## config.mk

```make
export PLATFORM = sky130hd
export DESIGN_NAME = dw_fp_dot_seq
export DESIGN_NICKNAME = d
export VERILOG_FILES = /design/src/rtl/dw_fp_dot_seq.sv
export SDC_FILE = /design/constraint.sdc
export NUM_CORES = 2
export LEC_CHECK = 0
export BUFFER_PORTS_ARGS = -buffer_cell sky130_fd_sc_hd__buf_2
export CORE_MARGIN = 2
export CORE_UTILIZATION = 30
export CTS_CLUSTER_SIZE = 40
export DETAILED_ROUTE_END_ITERATION = 10
export SLEW_MARGIN = 20
export SYNTH_ARGS = -nofsm -noshare
export SYNTH_HDL_FRONTEND = slang
export SYNTH_SLANG_ARGS = --single-unit
```

## constraint.sdc

```tcl
create_clock -name clk -period 33.9 [get_ports clk]
set_input_delay 5.085 -clock clk [delete_from_list [all_inputs] [get_ports clk]]
set_output_delay 5.085 -clock clk [all_outputs]
set_load 0.01 [all_outputs]
```

## src/rtl/dw_fp_dot_seq.sv

```systemverilog
`default_nettype none
// +------------------------------------------------------------------+
// | dw_fp_dot_seq: sequential FP dot product around a fused a*b+c MAC |
// | Rev 1.0                                                          |
// +------------------------------------------------------------------+

module dw_fp_dot_seq_mac #(
  parameter int sig_width       = 23,
  parameter int exp_width       = 8,
  parameter int ieee_compliance = 0
) (
  input  logic [sig_width+exp_width:0] a_i,
  input  logic [sig_width+exp_width:0] b_i,
  input  logic [sig_width+exp_width:0] c_i,
  input  logic [2:0]                   rnd_i,
  output logic [sig_width+exp_width:0] z_o,
  output logic [7:0]                   status_o
);
  localparam int W    = sig_width + exp_width + 1;
  localparam int M    = sig_width + 1;
  localparam int N    = 2*M + 4;
  localparam int EW   = exp_width + $clog2(N) + 3;
  localparam int BIAS = (1 << (exp_width-1)) - 1;
  localparam int EMAX = (1 << exp_width) - 1;
  localparam bit FTZ  = (ieee_compliance == 0);

  function automatic logic [M-1:0] mant(input logic [W-1:0] x);
    if (x[W-2:sig_width] == '0) return FTZ ? '0 : {1'b0, x[sig_width-1:0]};
    return {1'b1, x[sig_width-1:0]};
  endfunction

  function automatic logic signed [EW-1:0] expo(input logic [W-1:0] x);
    return (x[W-2:sig_width] == '0) ? EW'(1) : EW'(x[W-2:sig_width]);
  endfunction

  // Right shift that folds every discarded bit into the LSB as a sticky bit.
  function automatic logic [N-1:0] shr_sticky(input logic [N-1:0] v, input logic [EW-1:0] sh);
    logic [N-1:0] r;
    logic         s;
    if (sh >= EW'(N)) begin
      r = '0;
      s = |v;
    end else begin
      r = v >> sh;
      s = |(v & ~({N{1'b1}} << sh));
    end
    return {r[N-1:1], r[0] | s};
  endfunction

  logic [M-1:0]         ma, mb, mc;
  logic [2*M-1:0]       pm;
  logic                 sp, sc, za, zb, zc, ia, ib, ic, zp, ip, invalid;
  logic signed [EW-1:0] ep, ec, emax, er;
  logic [N-1:0]         opp, opc, big, sml, sum, nrm;
  logic                 sbig, ssml, rs, g, st, inc, to_inf, tiny;
  logic [exp_width-1:0] ef;
  logic [W-2:0]         pk;
  int                   lpos;

  always_comb begin
    ma = mant(a_i);
    mb = mant(b_i);
    mc = mant(c_i);
    ia = &a_i[W-2:sig_width];
    ib = &b_i[W-2:sig_width];
    ic = &c_i[W-2:sig_width];
    za = ~ia & (ma == '0);
    zb = ~ib & (mb == '0);
    zc = ~ic & (mc == '0);
    sp = a_i[W-1] ^ b_i[W-1];
    sc = c_i[W-1];
    zp = za | zb;
    ip = (ia | ib) & ~zp;
    invalid = ((ia | ib) & zp) | (ip & ic & (sp ^ sc));

    pm  = {{M{1'b0}}, ma} * {{M{1'b0}}, mb};
    ep  = expo(a_i) + expo(b_i) - EW'(BIAS);
    ec  = expo(c_i);
    opp = {1'b0, pm, 3'b000};
    opc = {2'b00, mc, {(M-1){1'b0}}, 3'b000};

    if (zp) begin
      emax = ec;  big = opc;  sbig = sc;  sml = '0;  ssml = sc;
    end else if (zc || ep >= ec) begin
      emax = ep;  big = opp;  sbig = sp;  ssml = sc;
      sml  = zc ? '0 : shr_sticky(opc, ep - ec);
    end else begin
      emax = ec;  big = opc;  sbig = sc;  ssml = sp;
      sml  = shr_sticky(opp, ec - ep);
    end

    if (sbig != ssml && sml > big) begin
      sum = sml - big;  rs = ssml;
    end else if (sbig != ssml) begin
      sum = big - sml;  rs = sbig;
    end else begin
      sum = big + sml;  rs = sbig;
    end

    lpos = 0;
    for (int i = 0; i < N; i++) if (sum[i]) lpos = i;
    er  = emax + EW'(lpos) - EW'(2*M + 1);
    nrm = sum << (N - 1 - lpos);
    if (!FTZ && er < EW'(1)) nrm = shr_sticky(nrm, EW'(1) - er);
    ef = (er < EW'(1)) ? '0 : er[exp_width-1:0];

    g    = nrm[N-1-M];
    st   = |nrm[N-2-M:0];
    tiny = ~nrm[N-1];
    case (rnd_i)
      3'd1:    inc = 1'b0;
      3'd2:    inc = ~rs & (g | st);
      3'd3:    inc = rs & (g | st);
      3'd4:    inc = g;
      3'd5:    inc = g | st;
      default: inc = g & (st | nrm[N-M]);
    endcase
    case (rnd_i)
      3'd1:    to_inf = 1'b0;
      3'd2:    to_inf = ~rs;
      3'd3:    to_inf = rs;
      default: to_inf = 1'b1;
    endcase
    pk = {ef, nrm[N-2 -: sig_width]} + {{(W-2){1'b0}}, inc};

    z_o         = {rs, pk};
    status_o    = '0;
    status_o[0] = (pk == '0);
    status_o[3] = tiny;
    status_o[5] = g | st;

    if (er >= EW'(EMAX) || &pk[W-2:sig_width]) begin
      z_o      = to_inf ? {rs, {exp_width{1'b1}}, {sig_width{1'b0}}}
                        : {rs, {(exp_width-1){1'b1}}, 1'b0, {sig_width{1'b1}}};
      status_o = to_inf ? 8'h32 : 8'h30;
    end
    if (FTZ && er < EW'(1)) begin
      z_o      = {rs, {(W-1){1'b0}}};
      status_o = 8'h29;
    end
    if (sum == '0) begin
      z_o      = '0;
      z_o[W-1] = (zp & zc) ? ((rnd_i == 3'd3) ? (sp | sc) : (sp & sc)) : (rnd_i == 3'd3);
      status_o = 8'h01;
    end
    if (invalid) begin
      z_o      = FTZ ? {1'b0, {exp_width{1'b1}}, {sig_width{1'b0}}}
                     : {1'b0, {exp_width{1'b1}}, 1'b1, {(sig_width-1){1'b0}}};
      status_o = 8'h04;
    end else if (ip) begin
      z_o      = {sp, {exp_width{1'b1}}, {sig_width{1'b0}}};
      status_o = 8'h02;
    end else if (ic) begin
      z_o      = {sc, {exp_width{1'b1}}, {sig_width{1'b0}}};
      status_o = 8'h02;
    end
  end
endmodule

module dw_fp_dot_seq #(
  parameter int sig_width       = 23,
  parameter int exp_width       = 8,
  parameter int ieee_compliance = 0,
  parameter int LEN_WIDTH       = 8
) (
  input  logic                         clk,
  input  logic                         rst,
  input  logic                         start_i,
  input  logic [LEN_WIDTH-1:0]         len_i,
  input  logic [2:0]                   rnd_i,
  output logic                         busy_o,
  input  logic                         in_valid_i,
  output logic                         in_ready_o,
  input  logic [sig_width+exp_width:0] in_a_i,
  input  logic [sig_width+exp_width:0] in_b_i,
  output logic                         out_valid_o,
  input  logic                         out_ready_i,
  output logic [sig_width+exp_width:0] out_z_o,
  output logic [7:0]                   out_status_o
);
  localparam int W = sig_width + exp_width + 1;

  typedef enum logic [1:0] {S_IDLE = 2'd0, S_ACC = 2'd1, S_DONE = 2'd2} state_t;

  state_t               state_q, state_d;
  logic [W-1:0]         acc_q, acc_d, z_q, z_d, mac_z;
  logic [7:0]           stat_q, stat_d, ostat_q, ostat_d, mac_st;
  logic [LEN_WIDTH-1:0] cnt_q, cnt_d, len_q, len_d;
  logic [2:0]           rnd_q, rnd_d;

  dw_fp_dot_seq_mac #(
    .sig_width      (sig_width),
    .exp_width      (exp_width),
    .ieee_compliance(ieee_compliance)
  ) u_mac (
    .a_i     (in_a_i),
    .b_i     (in_b_i),
    .c_i     (acc_q),
    .rnd_i   (rnd_q),
    .z_o     (mac_z),
    .status_o(mac_st)
  );

  always_ff @(posedge clk) begin
    if (rst) begin
      state_q <= S_IDLE;
      acc_q   <= '0;
      stat_q  <= '0;
      cnt_q   <= '0;
      len_q   <= '0;
      rnd_q   <= '0;
      z_q     <= '0;
      ostat_q <= '0;
    end else begin
      state_q <= state_d;
      acc_q   <= acc_d;
      stat_q  <= stat_d;
      cnt_q   <= cnt_d;
      len_q   <= len_d;
      rnd_q   <= rnd_d;
      z_q     <= z_d;
      ostat_q <= ostat_d;
    end
  end

  always_comb begin
    state_d     = state_q;
    acc_d       = acc_q;
    stat_d      = stat_q;
    cnt_d       = cnt_q;
    len_d       = len_q;
    rnd_d       = rnd_q;
    z_d         = z_q;
    ostat_d     = ostat_q;
    busy_o      = 1'b0;
    in_ready_o  = 1'b0;
    out_valid_o = 1'b0;
    case (state_q)
      S_IDLE: begin
        if (start_i) begin
          len_d  = len_i;
          rnd_d  = rnd_i;
          acc_d  = '0;
          stat_d = '0;
          cnt_d  = '0;
          if (len_i == '0) begin
            z_d     = '0;
            ostat_d = 8'h01;
            state_d = S_DONE;
          end else begin
            state_d = S_ACC;
          end
        end
      end
      S_ACC: begin
        busy_o     = 1'b1;
        in_ready_o = 1'b1;
        if (in_valid_i) begin
          acc_d  = mac_z;
          stat_d = stat_q | mac_st;
          cnt_d  = cnt_q + LEN_WIDTH'(1);
          if (cnt_q == len_q - LEN_WIDTH'(1)) begin
            z_d     = mac_z;
            ostat_d = stat_q | mac_st;
            state_d = S_DONE;
          end
        end
      end
      S_DONE: begin
        busy_o      = 1'b1;
        out_valid_o = 1'b1;
        if (out_ready_i) state_d = S_IDLE;
      end
      default: state_d = S_IDLE;
    endcase
  end

  assign out_z_o      = z_q;
  assign out_status_o = ostat_q;
endmodule
`default_nettype wire

```

## Yosys cells after proc, flatten, opt, wreduce, memory -nomap -nowiden

Cells that the tools add are included.

- Bits in registers: 101
- Word-level logic and storage cells: 243

- Add/subtract/negate cells: 13
- $mul: 1
- Magnitude comparators: 6
- Equality and inequality tests: 14
- Shift-type cells: 5
- Multiplexer cells: 135
- Bitwise operators: 33
- Reduce and logical (&&, ||, !) cells: 28

Operators by type and width:

| operator | number |
|---|---|
| 52-bit two-way mux | 12 |
| 32-bit two-way mux | 10 |
| 24-bit two-way mux | 7 |
| 8-bit two-way mux | 17 |
| 32-bit case mux with 2 select lines | 2 |
| 6-bit two-way mux | 20 |
| 52-bit inverter | 2 |
| 52-bit OR reduction | 2 |
| 52-bit by 17-bit << shifter with 52-bit output (first input constant) | 2 |
| 52-bit subtractor | 2 |
| 5-bit two-way mux | 16 |
| 24-bit logical NOT | 3 |
| 31-bit two-way mux | 2 |
| 52-bit adder | 1 |
| 50-bit by 52-bit AND with 52-bit output | 1 |
| 51-bit by 52-bit AND with 52-bit output | 1 |
| 52-bit greater-than comparator | 1 |
| 52-bit logical NOT | 1 |
| 52-bit by 32-bit << shifter with 52-bit output | 1 |
| 50-bit by 17-bit right shift with 52-bit output | 1 |
| 51-bit by 17-bit right shift with 52-bit output | 1 |
| 51-bit two-way mux | 1 |
| 24-bit by 24-bit multiplier with 48-bit output | 1 |
| 8-bit case mux with 2 select lines | 3 |
| other kinds (49) | 125 |

## Longest topological paths before layout

- Depth after elaboration: 89
- Depth in mapped cells: 101

## By module

A second synthesis with hierarchy kept.

- Cells, all modules: 6900
- Area, all modules: 50913.8 um^2

Modules (own cells, without submodules):

| module | instances | cells each | area each (um^2) |
|---|---|---|---|
| dw_fp_dot_seq_mac | 1 | 6505 | 47075.1 |
| dw_fp_dot_seq | 1 | 395 | 3838.7 |

## Least setup slack after synthesis

No wires, ideal clock.

- Path kind: input to register
- From: in in_b_i[23]
- To: reg acc_q[22]
- Library setup time: 0.117 ns
- Arrival: 25.330 ns
- Required time: 33.783 ns
- Slack: 8.453 ns
- Cell stages on the path: 95
- Path buffers: 11
- Path through: nor4_1 nand2_1 clkbuf_1 and3_1 clkbuf_1 and2_1 fa_1 inv_1 fa_1 inv_1 fa_1 inv_1 fa_1 inv_1 fa_1 fa_1 inv_1 fa_1 [59 not listed] o2111ai_1 nor2_1 nand2_1 a21oi_1 nor3_1 ha_1 ha_1 inv_1 nand4bb_4 nor3_2 and3b_1 buf_6 a31oi_2 o2111ai_4 o21a_2 o211ai_2 buf_4 o21ai_1

- Word-level cells in the longest chain between the ends: 87
- Elaborated cells on any way between the ends: 150

RTL lines:

| item | line | source |
|---|---|---|
| from (decl) | 175 | `input logic [sig_width+exp_width:0] in_b_i,` |
| parallel branches: the longest is 84 deep, another holds 17-bit adder | -- |  |
| 32-bit two-way mux (*) | 146 | `if (invalid) begin` |
| 32-bit two-way mux (*) | 258 | `if (in_valid_i) begin` |
| 32-bit case mux with 2 select lines (*) | 238 | `case (state_q)` |
| to (signal assigned) | 207 | `acc_q <= '0;` |
| to (signal assigned) | 216 | `acc_q <= acc_d;` |
| to (decl) | 186 | `logic [W-1:0] acc_q, acc_d, z_q, z_d, mac_z;` |

Every way passes the cells marked *. The select of a mux whose other input is x is not followed.
A chain may end at the register's enable or synchronous reset.

## Final worst setup path

- From: in in_a_i[27]
- To: reg acc_q[13]

- Word-level cells in the longest chain between the ends: 87
- Elaborated cells on any way between the ends: 150

RTL lines:

| item | line | source |
|---|---|---|
| from (decl) | 174 | `input logic [sig_width+exp_width:0] in_a_i,` |
| parallel branches: the longest is 84 deep, another holds 17-bit adder | -- |  |
| 32-bit two-way mux (*) | 146 |  |
| 32-bit two-way mux (*) | 258 |  |
| 32-bit case mux with 2 select lines (*) | 238 |  |

Marked as above.

==> results.py <==
metrics = {
    "final_layout": {
        "finalNetCount": 7944,
        "fillers": 19059,
        "layout.core_utilization": 0.320,
        "drive_above_1_share": 0.0758,
        "area_delta_synth_final_pct": 5.83,
    },
    "route": {
        "drt_iter0_drc": 6579,
        "ant_nets": 0,
        "drc_errors": 0,
        "viasPerCell": 6.16,
        "vias": 57704,
        "dr.pass1.iters": 7,
        "drt_wl_total_um": 259000,
        "drt-wirelength-per-cell_um": 27.7,
    },
    "setup_path": {
        "cp_data_required_time_ns": 34.13,
        "rrSetupSlack_ns": 12.28,
        "cp_slowest_cell": "a211oi_1",
        "slowest_delay_ns": 1.00,
        "worstReg2RegStart": "acc_q[24]",
        "path_class": "in -> reg",
        "cp_top_family": "compound AO/OA/AOI/OAI gates",
        "cp-startpoint": "in_a_i[27]",
        "timing.critical_path.buf_inv": 16,
        "cp-end-kind": "register",
        "critical_path_arrival_ns": 31.48,
        "start_kind": "input pin",
        "cp_max_fo": 46,
    },
    "floorplanning": {
        "die-area_um2": 178000,
        "ios": 123,
        "die_width_um": 422,
        "die_h_um": 422,
        "num_rows": 153,
        "start_util": 0.302,
        "coreArea_um2": 174000,
    },
    "synthesis": {
        "synth_mux_area_frac": 0.0383,
        "ys_seq_area_frac": 0.0370,
        "ys.warnings.count": 0,
        "synth_top_area_frac": 0.186,
        "synth_area_leaders": "fa_1 19%, ha_1 8.0%, nand2_1 6.1%",
        "synthArstFlopShare": 0,
        "synth_fa_ha_area_frac": 0.266,
        "yosys_most_used_dff": "dfxtp_1",
        "synth-edff-count": 0,
        "ys_ff_latch": 97,
        "syn_avg_cell_area_um2": 7.27,
        "synth_cell_types": 140,
        "synthSimpleGateAreaFrac": 0.258,
        "synthesis.area_um2": 52500,
        "synth_commonest_cells": "851 x nand2_1, 743 x inv_1, 504 x nor2_1, 487 x fa_1, 394 x a21oi_1",
        "yosysMostFrequentCell": "nand2_1",
        "yosysTopAreaCell": "fa_1",
        "synth_compound_area_frac": 0.271,
        "syn-instance-count": 7223,
        "synth_xor_xnor_area_share": 0.0350,
        "synth_top_family_by_area": "compound AO/OA/AOI/OAI gates",
    },
    "place": {
        "dp_hpwl_um": 212000,
        "gp_congestion": 1.05,
        "io_buffers": 120,
        "dp_slack_ns": 3.03,
    },
    "clock_network": {
        "path_clk_slew_ns": 0.07,
        "cts_setup_buffers": 0,
        "cts_max_level": 3,
        "root_buffer": "clkbuf_16",
        "cts_buffers": 9,
        "clock-sinks": 97,
        "cts_tree": "yes",
        "clkLatencyLatePin_ns": 0.36,
        "cts.repair.resized": 0,
        "clk_path_buf_depth": 2,
        "ctsHoldBuffers": 0,
    },
    "timing": {
        "slew_headroom": 0.140,
        "finalCritPeriodShare": 0.922,
        "setup-violations-final": 0,
        "clock.fmax_mhz": 32.0,
        "worst_slew_pin_slew_ns": 1.29,
        "setup-tns-final_ns": 0,
        "hold_viol_final": 0,
        "skew_ns": 0.00696,
        "drv_slew": 0,
        "setup_slack_ns": 2.65,
        "rsz0062_at_grt": "false",
        "min_period_ns": 31.25,
    },
    "grt": {
        "gr-total-overflow": 0,
        "grt_pass1_vias": 57014,
        "grt_antenna_before_repair": 12,
        "grt_max_degree": 84,
        "grt_pass1_wl_um": 385000,
        "grtUsageTotal": 0.281,
    },
    "job": {
        "max_cap_violations": 0,
    },
    "status": {
        "outcome": "finished, final reports clean",
    },
    "worst_hold_path": {
        "hp-class": "reg -> reg",
        "min_from": "out_z_o[3]",
    },
}
-- registers in the layout (all words and copies together) (netlist names) --
name          flops
rnd_q             3
out_status_o      6
len_q             8
acc_q            32
cnt_q             8
stat_q            6
state_q           2
out_z_o          32
-- per-layer routing --
layer / routed length [um] / track usage
met1: 106000 / 0.358
met2: 117000 / 0.457
met3: 20000 / 0.0415
met4: 16300 / 0.147
met5: 90 / 0
-- worst reg2reg max path: cells and delay by family, from the launching register on --
family	cells	cell delay [ns]
AOI/OAI and AO/OA	26	7.41
xor gates and xnor gates	1	0.07
adders and majority gates	7	2.22
buffers and inverters	7	1.40
DFF	1	0.47
muxes	2	0.75
and+or+nand+nor	31	9.18
-- placed cells by master (no fill, tap or decap), types with 66 or more instances in the layout --
cell / netlist / final
inv_1: 743 / 742
mux2i_1: 106 / 106
nand2_1: 851 / 849
and3_1: 115 / 115
o22ai_1: 68 / 68
buf_2: 77 / 121
nor4_1: 72 / 71
nand4_1: 103 / 103
nor2_1: 504 / 501
o21a_1: 67 / 67
o31ai_1: 67 / 66
or3_1: 70 / 69
o211ai_1: 95 / 95
a21o_1: 131 / 131
a31oi_1: 85 / 85
o21ai_0: 303 / 303
and2_1: 355 / 355
buf_4: 26 / 147
nor3_1: 182 / 178
a21oi_1: 394 / 394
nand3_1: 174 / 174
dfxtp_1: 97 / 97
a211oi_1: 99 / 99
xor2_1: 84 / 79
ha_1: 335 / 334
fa_1: 487 / 486
xnor2_1: 126 / 119
-- per-stage QoR --
stage	hold slack [ns]	std cells	area [um^2]
after floorplan	0.426	7224	52500
after global placement	0.436	9355	55200
after detailed placement	0.443	9356	55300
after CTS	0.455	9372	55500
after global routing	0.469	9372	55600
final	0.455	9373	55600
-- final cells by class --
| type | instances | area (um^2) | share of cell area |
|---|---|---|---|
| clock buffers | 9 | 225 | 0.00405 |
| diodes | 1 | 2.50 | 0.0000450 |
| clock inverters | 7 | 58.8 | 0.00106 |
| well taps | 2325 | 2910 | 0.0524 |
| flip-flops and latches | 97 | 1940 | 0.0350 |
| inverters | 751 | 2820 | 0.0508 |
| repair buffers | 269 | 1730 | 0.0311 |
| multi-input cells | 5914 | 45900 | 0.826 |
-- kinds of logic after synthesis --
group           after synthesis
mux                         162
simple gates               2713
xor+xnor                    210
fa+ha+maj                   822
compound gates             2005
other cells                   1
buf+inv                    1213
flops                        97
-- path summary, 6_finish.rpt --
check,cells past startpoint,end
worst max register to register,74,acc_q[13]
worst max-delay path,90,acc_q[13]
worst min register to register,2,out_z_o[3]
worst min-delay path,2,out_z_o[3]
Power is left out: the tool's default activity adds up to more than one toggle a clock period on the data nets, which glitch-free logic cannot reach.
